$ cat src/rtl/led_ctrl_pkg.sv
// Shared encodings for the LED sequencer: display modes, LED register
// addresses and the scroll rotate helper.
package led_ctrl_pkg;

  typedef enum logic [1:0] {
    MODE_PASS   = 2'b00,
    MODE_BLINK  = 2'b01,
    MODE_SCROLL = 2'b10,
    MODE_FREEZE = 2'b11
  } mode_e;

  localparam logic [1:0] LED_ADDR_LO = 2'b00;
  localparam logic [1:0] LED_ADDR_HI = 2'b10;

  function automatic logic [7:0] rotl8(input logic [7:0] v);
    return {v[6:0], v[7]};
  endfunction

endpackage

$ cat src/rtl/led_tick_gen.sv
// Pattern-tick prescaler: tick is high while the counter sits at TICK_DIV-1,
// and clr restarts the count so the next tick lands TICK_DIV cycles later.
module led_tick_gen #(
  parameter int TICK_DIV = 1_000_000
) (
  input  logic led_clk,
  input  logic ledrst_n,
  input  logic clr,
  output logic tick
);

  localparam int W = $clog2(TICK_DIV);
  localparam logic [W-1:0] LAST = W'(TICK_DIV - 1);

  logic [W-1:0] r_cnt;

  always_ff @(posedge led_clk or negedge ledrst_n) begin
    if (!ledrst_n) begin
      r_cnt <= '0;
    end else if (clr || r_cnt == LAST) begin
      r_cnt <= '0;
    end else begin
      r_cnt <= r_cnt + 1'b1;
    end
  end

  assign tick = (r_cnt == LAST);

endmodule

$ cat src/rtl/led_seq_ctrl.sv
// LED write scheduler: keeps the shadow LED byte and issues one-cycle write
// strobes to the LED register according to the PASS/BLINK/SCROLL/FREEZE mode.
module led_seq_ctrl
  import led_ctrl_pkg::*;
#(
  parameter int TICK_DIV = 1_000_000
) (
  input  logic        led_clk,
  input  logic        ledrst_n,
  input  logic        cpu_req,
  input  logic [1:0]  cpu_addr,
  input  logic [15:0] cpu_wdata,
  input  logic [1:0]  mode,
  output logic        ledcs,
  output logic        ledwrite,
  output logic [1:0]  ledaddr,
  output logic [15:0] ledwdata,
  output logic [1:0]  mode_q
);

  mode_e      r_mode_q;
  logic [7:0] r_shadow;
  logic [7:0] r_scroll;
  logic       r_phase;
  logic       r_ledcs;
  logic [1:0] r_ledaddr;
  logic [7:0] r_ledwdata;

  mode_e      w_mode;
  logic       w_acc;
  logic [7:0] w_byte;
  logic [7:0] w_shadow_new;
  logic       w_chg;
  logic       w_tick;

  assign w_mode       = mode_e'(mode);
  assign w_acc        = cpu_req && (cpu_addr == LED_ADDR_LO || cpu_addr == LED_ADDR_HI);
  assign w_byte       = (cpu_addr == LED_ADDR_HI) ? cpu_wdata[15:8] : cpu_wdata[7:0];
  assign w_shadow_new = w_acc ? w_byte : r_shadow;
  assign w_chg        = (w_mode != r_mode_q);

  led_tick_gen #(.TICK_DIV(TICK_DIV)) u_tick (
    .led_clk (led_clk),
    .ledrst_n(ledrst_n),
    .clr     (w_chg),
    .tick    (w_tick)
  );

  // A mode change re-initialises the pattern, so a coincident tick is dropped.
  // In SCROLL a CPU reload beats a same-cycle tick: no rotation that cycle.
  always_ff @(posedge led_clk or negedge ledrst_n) begin
    if (!ledrst_n) begin
      r_mode_q   <= MODE_PASS;
      r_shadow   <= 8'h00;
      r_scroll   <= 8'h00;
      r_phase    <= 1'b1;
      r_ledcs    <= 1'b0;
      r_ledaddr  <= LED_ADDR_LO;
      r_ledwdata <= 8'h00;
    end else begin
      r_ledcs   <= 1'b0;
      r_ledaddr <= LED_ADDR_LO;
      r_shadow  <= w_shadow_new;
      if (w_chg) begin
        r_mode_q <= w_mode;
        r_phase  <= 1'b1;
        r_scroll <= w_shadow_new;
        if (w_mode != MODE_FREEZE) begin
          r_ledcs    <= 1'b1;
          r_ledwdata <= w_shadow_new;
        end
      end else begin
        case (r_mode_q)
          MODE_PASS: begin
            if (w_acc) begin
              r_ledcs    <= 1'b1;
              r_ledwdata <= w_byte;
            end
          end
          MODE_BLINK: begin
            if (w_tick) begin
              r_phase    <= ~r_phase;
              r_ledcs    <= 1'b1;
              r_ledwdata <= r_phase ? 8'h00 : w_shadow_new;
            end
          end
          MODE_SCROLL: begin
            if (w_acc) begin
              r_scroll   <= w_byte;
              r_ledcs    <= 1'b1;
              r_ledwdata <= w_byte;
            end else if (w_tick) begin
              r_scroll   <= rotl8(r_scroll);
              r_ledcs    <= 1'b1;
              r_ledwdata <= rotl8(r_scroll);
            end
          end
          default: begin
          end
        endcase
      end
    end
  end

  assign ledcs    = r_ledcs;
  assign ledwrite = r_ledcs;
  assign ledaddr  = r_ledaddr;
  assign ledwdata = {8'h00, r_ledwdata};
  assign mode_q   = r_mode_q;

endmodule

$ cat config.mk
export PLATFORM = sky130hd
export DESIGN_NAME = led_seq_ctrl
export DESIGN_NICKNAME = d
export VERILOG_FILES = /design/src/rtl/led_ctrl_pkg.sv /design/src/rtl/led_tick_gen.sv /design/src/rtl/led_seq_ctrl.sv
export SDC_FILE = /design/constraint.sdc
export NUM_CORES = 1
export LEC_CHECK = 0
export CORE_ASPECT_RATIO = 0.75
export CORE_MARGIN = 2
export CORE_UTILIZATION = 49
export CTS_CLUSTER_DIAMETER = 60
export DETAILED_ROUTE_END_ITERATION = 10
export PLACE_DENSITY = 0.84
export SYNTH_ARGS = -nofsm -noshare
export SYNTH_HDL_FRONTEND = slang
export SYNTH_SLANG_ARGS = --single-unit
$ cat constraint.sdc
create_clock -name led_clk -period 2.03 [get_ports led_clk]
set_input_delay 0.3045 -clock led_clk [delete_from_list [all_inputs] [get_ports led_clk]]
set_output_delay 0.3045 -clock led_clk [all_outputs]
set_load 0.05 [all_outputs]
==> impl_summary.md <==
Status
The run finished, with violations left. The final reports fail on negative setup slack.

Finish
Of the cells placed in the final design, the portion with a size suffix greater than 1 is 0.290. Leaving out fill and tap cells, the most frequent cells in the layout are buf_4 (58), dfrtp_1 (45), clkdlybuf4s50_1 (33). Compared with the post-synthesis result, the final layout area differs by 34.1%. The repair_antennas step left the layout with diodes totalling 0. The final non-filler cell total is 464.

The commonest non-fill, non-tap cell in the layout is buf_4. The final net count is slightly above 400. The final-layout fill cell count is about 450.

Clock tree
The buffer cell driving the clock tree root is clkbuf_8. The H-tree was split into 2 levels. The tree built by TritonCTS fans out to 48 sinks. The clock reaches the later pin of the worst-skew pair after 0.30 ns. No sink is reached through more buffers than the 2 on the longest clock path. In this run, CTS created clock tree buffers numbering 5.

The CTS tree is yes. The clock transition at the registers of the reported paths is 0.09 ns.

Yosys
In this run the cell area of the synthesized design comes to 2880 sq um. The number of synthesized register bits is 48. A synthesized cell averages 9.53 sq um.

The number of distinct library cells after synthesis is 45. The prevailing post-synth register cell is dfrtp_1. The fraction of synthesis flops using an asynchronous set or reset pin is 1.00.

The sequential share of the synthesized area is 0.418. The number of synthesized flops with an enable pin is 0. The cell count after synthesis came out at 302. The Yosys step of the flow raised 0 warnings.

Place
The half-perimeter wire length after detailed placement is 4830 microns. The number of placed cells counting well taps is 449. The final weighted congestion of routability-driven global placement is 0.847.

The number of port buffers is 34.

Setup path
The peak per-stage delay on the critical path is 0.38 ns. The kind of start point of the critical path is a flip-flop. Traced cell by cell, the critical path runs through ha_2 -> and4_4 -> nand4_4 -> or3_4 -> a221oi_4 -> buf_12 -> mux2_2. STA classifies the critical path endpoint as a flip-flop. The maximum fanout along the worst path is 8.

The slowest stage cell on the critical path is or3_4. The critical path class is reg -> reg. The data arrival time of the critical path is 2.41 ns.

STA puts the critical path data required time at 2.23 ns.

Timing
The worst path in the final design needs a cycle of 2.22 ns, including I/O delays and setup. After layout, the worst setup slack is -0.186 ns. Clock skew on the completed layout was measured at 0.00756 ns. The worst pin sits at a relative slew slack of 0.667. For the pin with the worst max-slew slack, the measured transition is 0.498 ns. Setup repair after global routing could not meet its margin everywhere.

The number of hold-slack violations in the final timing report is 0. The number of max-slew violations in the final report came to 0. Setup violations remaining at the end of the flow were counted as 8.

Of the available clock period, the critical path in the final layout requires 1.09. For this run, the top clock speed supported by timing is 0.451 GHz.

Die
The initial standard-cell utilization of the core is 0.502. The die covers 6510 sq um. The top-level I/O count is 45. From left edge to right edge, the die measures between 90 and 100 microns. The total number of placement rows is 24. The die is about 70 microns tall. The placeable core area is 5740 sq um.

Flow run
The max-cap check violation count is 0.

Pwr
The total power draw is 0.00274 W. The combinational power share is 0.364. In this run the power spent charging and discharging nets is 0.000959 W. The share of total power dissipated in sequential elements is 0.417. Of the total power, the share spent switching nets is 0.350.

The relative contribution of the clock network to total power is 0.219. The internal portion of the total power is about 0.0018 W. Power spread over the standard cell area amounts to about 710 nW/um^2.

The analysis attributes to cell leakage a power of 1.73 nW. VDD sags by at most 320 uV.

Worst hold path
The min-delay analysis places its worst path in the category in -> async.

Detailed routing
The total wirelength of the detailed-routed design is 6910 microns. The first detailed-routing pass ran for 4 iterations. Dividing the detail-routed wire length by the instance count gives approximately 15 microns.

The final routed DRC violation total is 0. The routed layout has 2483 vias. The detail route stage leaves a number of antenna-violating nets equal to 0. The via density per instance is 5.35.

The starting DRC count in detailed routing is between 150 and 200.

GRT
The via count of the first global-routing pass is 2451. The number of antenna violations at the first check in global routing is 0. The global-route usage over all layers is 0.217. The final global-route overflow total is 0. The wire length of the first global-routing pass is 11300 microns. Entering global routing, the biggest net connects 49 pins.
## worst max-delay path, delay by kind of cell, from the launching register on
kind	cells	cell delay [ns]
AOI/OAI and AO/OA	1	0.30
adders and majority gates	1	0.19
buffers and inverters	1	0.18
DFF	1	0.36
muxes	1	0.33
and+or+nand+nor	3	0.75
## final timing paths
check	cells past startpoint	from	slack, ns	end
min in group led_clk	1	r_ledwdata[2]	0.52	r_ledwdata[2]
min	3	ledrst_n	0.50	r_ledwdata[0]
max reg2reg	7	u_tick.r_cnt[0]	-0.19	r_ledwdata[7]
max in group asynchronous	3	ledrst_n	1.25	r_phase
min reg2reg	1	r_ledwdata[2]	0.52	r_ledwdata[2]
max	7	u_tick.r_cnt[0]	-0.19	r_ledwdata[7]
## final cells by class
type                            count  area, sq um  share of cell area
Multi-Input combinational cell    212         1560               0.403
Sequential cell                    48         1200               0.312
Inverter                           23         88.8              0.0230
Tap cell                           78         97.6              0.0253
Clock inverter                      2         10.0             0.00259
Clock buffer                        6         82.6              0.0214
Timing Repair Buffer               95          821               0.213
## repair_timing
action / in CTS / in global routing
buffers inserted: 5 / 1
hold endpoints to repair: 47 / 0
hold buffers: 1 / 0
setup endpoints to repair: 8 / 17
cloned: 0 / 0
gates resized for setup: 3 / 8
pin swaps: 6 / 1
## through the flow
step / hold WS (ns) / area (sq um) / setup TNS [ns] / util / setup WS [ns]
2_1_floorplan: 0.00891 / 2960 / -1.37 / - / -0.179
3_3_place_gp: 0.304 / 3660 / -2.36 / 0.639 / -0.284
3_5_place_dp: 0.308 / 3660 / -3.59 / 0.639 / -0.369
4_1_cts: 0.517 / 3810 / -1.31 / 0.665 / -0.171
5_1_grt: 0.535 / 3860 / -2.37 / 0.673 / -0.284
6_report: 0.502 / 3860 / -1.35 / 0.673 / -0.186
## flip-flops by register name, summed over array words and instances (netlist names)
register	cells
r_shadow	8
mode_q	2
ledcs	1
r_phase	1
u_tick.r_cnt	20
r_ledwdata	8
r_scroll	8
## metal layers
metal	vias to the layer above	wire, microns	global-route usage
li1	1209	-	-
met5	-	0	0
met3	16	443	0.0421
met2	82	3360	0.372
met4	0	112	0.0547
met1	1176	3000	0.283
## cells by family after synthesis
logic type      Yosys count  synth area share
compound gates           56             0.140
other cells               1           0.00130
flops                    48             0.418
simple gates             92             0.166
buf+inv                  51            0.0830
fa+ha+maj                 5            0.0217
xor+xnor                 17            0.0517
mux                      32             0.118
## synth_stat cells (all sizes together) (5+ instances only)
cell type / n / area share
or3: 5 / 0.011
inv: 23 / 0.030
xnor2: 8 / 0.024
nor2: 20 / 0.026
nand2: 32 / 0.042
mux2i: 16 / 0.056
nand3: 9 / 0.016
mux2: 16 / 0.063
ha: 5 / 0.022
o221a: 7 / 0.027
o32ai: 8 / 0.024
clkbuf: 12 / 0.016
buf: 16 / 0.037
o22ai: 7 / 0.015
dfrtp: 47 / 0.41
o21ai: 23 / 0.040
xor2: 9 / 0.027
## power by group through the flow
stage | Clock [W] | Combinational [W] | Sequential (W)
2_1_floorplan | 0 | 0.000424 | 0.00134
3_3_place_gp | 0 | 0.000946 | 0.00115
3_5_place_dp | 0 | 0.000970 | 0.00116
4_1_cts | 0.000613 | 0.000981 | 0.00114
5_1_grt | 0.000642 | 0.00107 | 0.00115
6_report | 0.000601 | 0.000997 | 0.00114
No activity file was read; power rests on OpenSTA's default activity.
==> patch 1: new RTL, same settings <==
`TICK_DIV` is set to 1_000_000 in 2 places; all go to 500_000.
--- a/src/rtl/led_tick_gen.sv
+++ b/src/rtl/led_tick_gen.sv
@@ -3,3 +3,3 @@
 module led_tick_gen #(
-  parameter int TICK_DIV = 1_000_000
+  parameter int TICK_DIV = 500_000
 ) (
--- a/src/rtl/led_seq_ctrl.sv
+++ b/src/rtl/led_seq_ctrl.sv
@@ -5,3 +5,3 @@
 #(
-  parameter int TICK_DIV = 1_000_000
+  parameter int TICK_DIV = 500_000
 ) (
Check against the original RTL: same outputs for any inputs over 10 cycles, from zero or initial values and one cycle with ledrst_n low; that may be too few to reach the edited logic, so the function may still have changed.
==> patch 1 against the original RTL <==
Power rose by 1.8%. Clock power up 24%. Design area is 7.5% lower. Non-clock buffer count shrank 15. Synthesized area down 5.4%. Routed wire length down 6.2%. Hold slack worse by 110 ps. The flow still finishes with violations (negative setup slack). Sequential cell count shrank 1. Worst setup slack gained 8.1 ps.
==> patch 1: results (changes against the original RTL) <==
post-synthesis adder-cell area fraction: 2.30% (+0.12 points)
post-synthesis compound-gate area fraction: 12.7% (-1.4 points)
r2r worst-path depth: 6 (-1)
TNS Setup: -1300 ps (+52.2 ps)
routed len/inst: 15.8 µm (+5.9%)
Clock Sink Count: 47 (-2.1%)
violated checks: negative setup slack
placed cell areas: 3410 µm² (-7.0%)
slowest stage delay, CP: 550 ps (+170 ps)
share of layout cells above drive strength 1: 25.0% (-4.0 points)
total power: 2.79 mW (+1.8%)
Area growth syn-to-layout: 31.1%
mux contribution to synthesized area: 15.4% (+3.6 points)
Signal buffers: 80 (-16%)
nets: 363 (-12%)
Global Route met3 Usage: 3.37% (-0.84 points)
setup violators final: 8 (unchanged)
global-route usage over all layers: 22.0% (+0.31 points)
Clock Skews: 10.9 ps (+3.30 ps)
top post-synthesis cells by area: dfrtp_1 42%, mux2i_1 12%, xnor2_1 3.5%
LEAKAGE: 1.55 nW (-10%)
vias: 2,162 (-13%)
WL final: 6480 µm (-6.2%)
run status: finished with violations
worst setup margin: -178 ps (+8.14 ps)
met3 wire len: 287 µm (-35%)
clk cell area share: 3.40% (+1.0 points)
# fillers: 395 (-13%)
top cells by count, synth: 46 x dfrtp_1, 33 x mux2i_1, 25 x nor2_1
Seq area share: 33.1% (+1.8 points)
Die ar.: 6170 µm² (-5.1%)
worst ir drop on vdd: 0.000532 V (+67%)
post-synthesis sequential area ratio: 43.2% (+1.5 points)
n_diodes: 0 (unchanged)
routability cong.: 0.821 (-3.0%)
buffering overhead: 20.2% (-1.1 points)
root buffer cell: clkbuf_8
P_int: 1.85 mW (+3.7%)
first-pass GRT wire length: 10,400 µm (-8.4%)
met1 wire length: 3080 µm (+2.8%)
mean post-synth cell area: 10.4 µm² (+8.6%)
Place WS: -218 ps (+150 ps)
comb_multi_in: 198 (-6.6%)
Cell Count Post-Placement: 400 (-11%)
1st-pass router iterations: 4 (unchanged)
multi-input gate share of total cell area: 40.4% (+0.12 points)
Slew HR: 53.3% (-13 points)
Clock Power Share: 26.7% (+4.8 points)
invs w/o clock: 3 (-87%)
DRT iter0 DRCs: 113 (-27%)
metal2 WL: 3010 µm (-10%)
max reg flops: 19 (-5.0%)
met2 usage: 35.5% (-1.7 points)
DP HPWL: 4730 µm (-2.0%)
largest net degree at the start of global routing: 40 (-18%)
M1 GR Usage: 30.4% (+2.1 points)
## patch 1: final timing paths
kind	to	start	slack, ps
worst min register to register	r_ledwdata[3]$_DFFE_PN0P_	r_ledwdata[3]$_DFFE_PN0P_	530
worst max-delay path	r_ledwdata[4]$_DFFE_PN0P_	u_tick.r_cnt[12]$_DFF_PN0_	-180
worst max register to register	r_ledwdata[4]$_DFFE_PN0P_	u_tick.r_cnt[12]$_DFF_PN0_	-180
max in group asynchronous	r_phase$_DFFE_PN1P_	ledrst_n	1120
worst min-delay path	mode_q[1]$_DFFE_PN0P_	ledrst_n	390
min in group led_clk	r_ledwdata[3]$_DFFE_PN0P_	r_ledwdata[3]$_DFFE_PN0P_	530
## patch 1: what timing repair did
item | in CTS | in global routing
hold endpoints to repair | 8 | 0
hold buffers | 1 | 0
gates resized for setup | 4 | 0
setup buffers | 2 | 0
cloned | 0 | 0
endpoints found under the setup margin | 10 | 15
==> patch 2: new RTL, same flow settings <==
Made on the original files. Compare `r_cnt` against `LAST` with >= in place of ==.
--- a/src/rtl/led_tick_gen.sv
+++ b/src/rtl/led_tick_gen.sv
@@ -26,3 +26,3 @@
 
-  assign tick = (r_cnt == LAST);
+  assign tick = (r_cnt >= LAST);
 
Function: no difference found for any inputs over 10 cycles, from zero or initial values and one cycle with ledrst_n low; that may be too few to reach the edited logic, so the function may still have changed.
==> patch 2 against the original RTL <==
The flow still finishes with violations (negative setup slack). Worst setup slack better by 95 ps. Sequential cell count unchanged. Synthesized cell count up 0.99%. Count of clock-buffer cells in the layout unchanged. Sequential power about the same. Clock skew down 3.7 ps. Routed wire length down 0.77%. Design area down 5.6%. Hold slack worse by 420 ps. Synthesized area down 0.57%. Combinational power down 14%. Power down 7.3%. Critical path type unchanged. Largest cell class unchanged.
==> patch 2: results (changes against the original RTL) <==
class of the worst hold path: primary input to async pin
I/O Buffers: 34 (unchanged)
H-tree Lvls: 2 (unchanged)
routed len/inst: 15.4 µm (+3.7%)
Worst-path clk slew: 80 ps
Vias/cell: 5.60 (+4.6%)
Clock Skews: 3.82 ps (-3.74 ps)
top cells by count, synth: 69 x nor2_1, 47 x dfrtp_1, 17 x xor2_1
slowest stage delay, CP: 550 ps (+170 ps)
number of global-route vias before repair: 2,454 (+0.12%)
routability cong.: 0.864 (+2.0%)
Cell Count Post-Placement: 436 (-2.9%)
n_diodes: 0 (unchanged)
CP delay by family, top: compound AO/OA/AOI/OAI gates
Reg with most FFs: u_tick.r_cnt
crit path max-delay cell type: or4_4
CTS tree: yes
P_sw: 0.884 mW (-7.8%)
largest net degree at the start of global routing: 49 (unchanged)
clock buffer depth: 2 (unchanged)
placed cell areas: 3510 µm² (-4.1%)
1st-pass router iterations: 5 (+1)
global-route usage over all layers: 22.5% (+0.74 points)
Yosys Warn Count: 0 (unchanged)
async set or reset register ratio after synthesis: 100% (unchanged)
Worst Path Max Fanout: 8 (unchanged)
total CTS buffers: 5 (unchanged)
run status: finished with violations
worst setup margin: -90.6 ps (+95.4 ps)
DRT iter0 DRCs: 223 (+44%)
antenna violations before repair: 0 (unchanged)
setup violators final: 8 (unchanged)
root buffer cell: clkbuf_8
violated checks: negative setup slack
share of layout cells above drive strength 1: 24.0% (-5.0 points)
vias: 2,485 (+0.081%)
TNS Setup: -616 ps (+733 ps)
Slew HR: 53.1% (-14 points)
Worst Setup SP: u_tick.r_cnt[11]$_DFF_PN0_
LEAKAGE: 1.55 nW (-10%)
post-synthesis sequential area ratio: 42.0% (+0.24 points)
max reg flops: 20 (unchanged)
r2r worst-path depth: 6 (-1)
first-pass GRT wire length: 11,500 µm (+2.0%)
worst ir drop on vdd: 0.000497 V (+55%)
crit path DAT: 2310 ps (-100 ps)
DP HPWL: 4860 µm (+0.58%)
top post-synthesis cells by area: dfrtp_1 41%, nor2_1 9.1%, mux2_2 6.3%
Worst-Skew Late Latency: 300 ps (about the same)
Worst setup endpoint: r_ledwdata[0]$_DFFE_PN0P_
Mapped Cells: 305 (+0.99%)
Distinct cells, synth: 44 (-2.2%)
nets: 394 (-4.6%)
==> patch 2: kinds of logic after synthesis <==
kind of cell	after synthesis	synth area share, %
simple gates	115	18.6
fa+ha+maj	5	2.19
compound gates	49	12.7
buf+inv	34	6.03
xor+xnor	21	6.43
flops	48	42.0
other cells	1	0.131
mux	32	11.9
==> patch 2: layout make-up <==
type                    instances  area, µm²
repair buffers                 76        663
clock inverters                 1       5.00
multi-input cells             232       1590
clock buffers                   6       72.6
fillers                       449       2090
well taps                      78       97.6
inverters                       3       11.3
flip-flops and latches         48       1210
==> patch 2: through the flow <==
stage          util, %  power [mW]  worst slack [ps]  hold slack, ps
6_report          63.5        2.54             -90.6            78.5
5_1_grt           63.5        2.67              -146             131
4_1_cts           62.8        2.53             -88.6             113
3_5_place_dp      61.3        1.98              -191             436
3_3_place_gp      61.3        1.96              -101             432
2_1_floorplan        -        1.67             -56.4            8.91
==> patch 2: power by group through the flow <==
| stage | clock network (mW) | registers (mW) | logic (mW) |
|---|---|---|---|
| 2_1_floorplan | 0 | 1.30 | 0.370 |
| 3_3_place_gp | 0 | 1.15 | 0.809 |
| 3_5_place_dp | 0 | 1.15 | 0.828 |
| 4_1_cts | 0.549 | 1.13 | 0.843 |
| 5_1_grt | 0.600 | 1.15 | 0.918 |
| 6_report | 0.542 | 1.14 | 0.857 |
==> patch 2: timing repair <==
item / in CTS / in global routing
cloned: 0 / 0
pin swaps: 0 / 1
endpoints found under the setup margin: 8 / 16
buffers inserted: 0 / 1
gates resized for setup: 2 / 10
==> patch 2: metal layers <==
metal / vias to the layer above / GRT usage [%] / part of all wire, %
met5: - / 0 / 0
met4: 0 / 7.30 / 1.8
met3: 14 / 4.85 / 7.7
met2: 113 / 34.8 / 45
met1: 1190 / 31.6 / 45
li1: 1168 / - / -
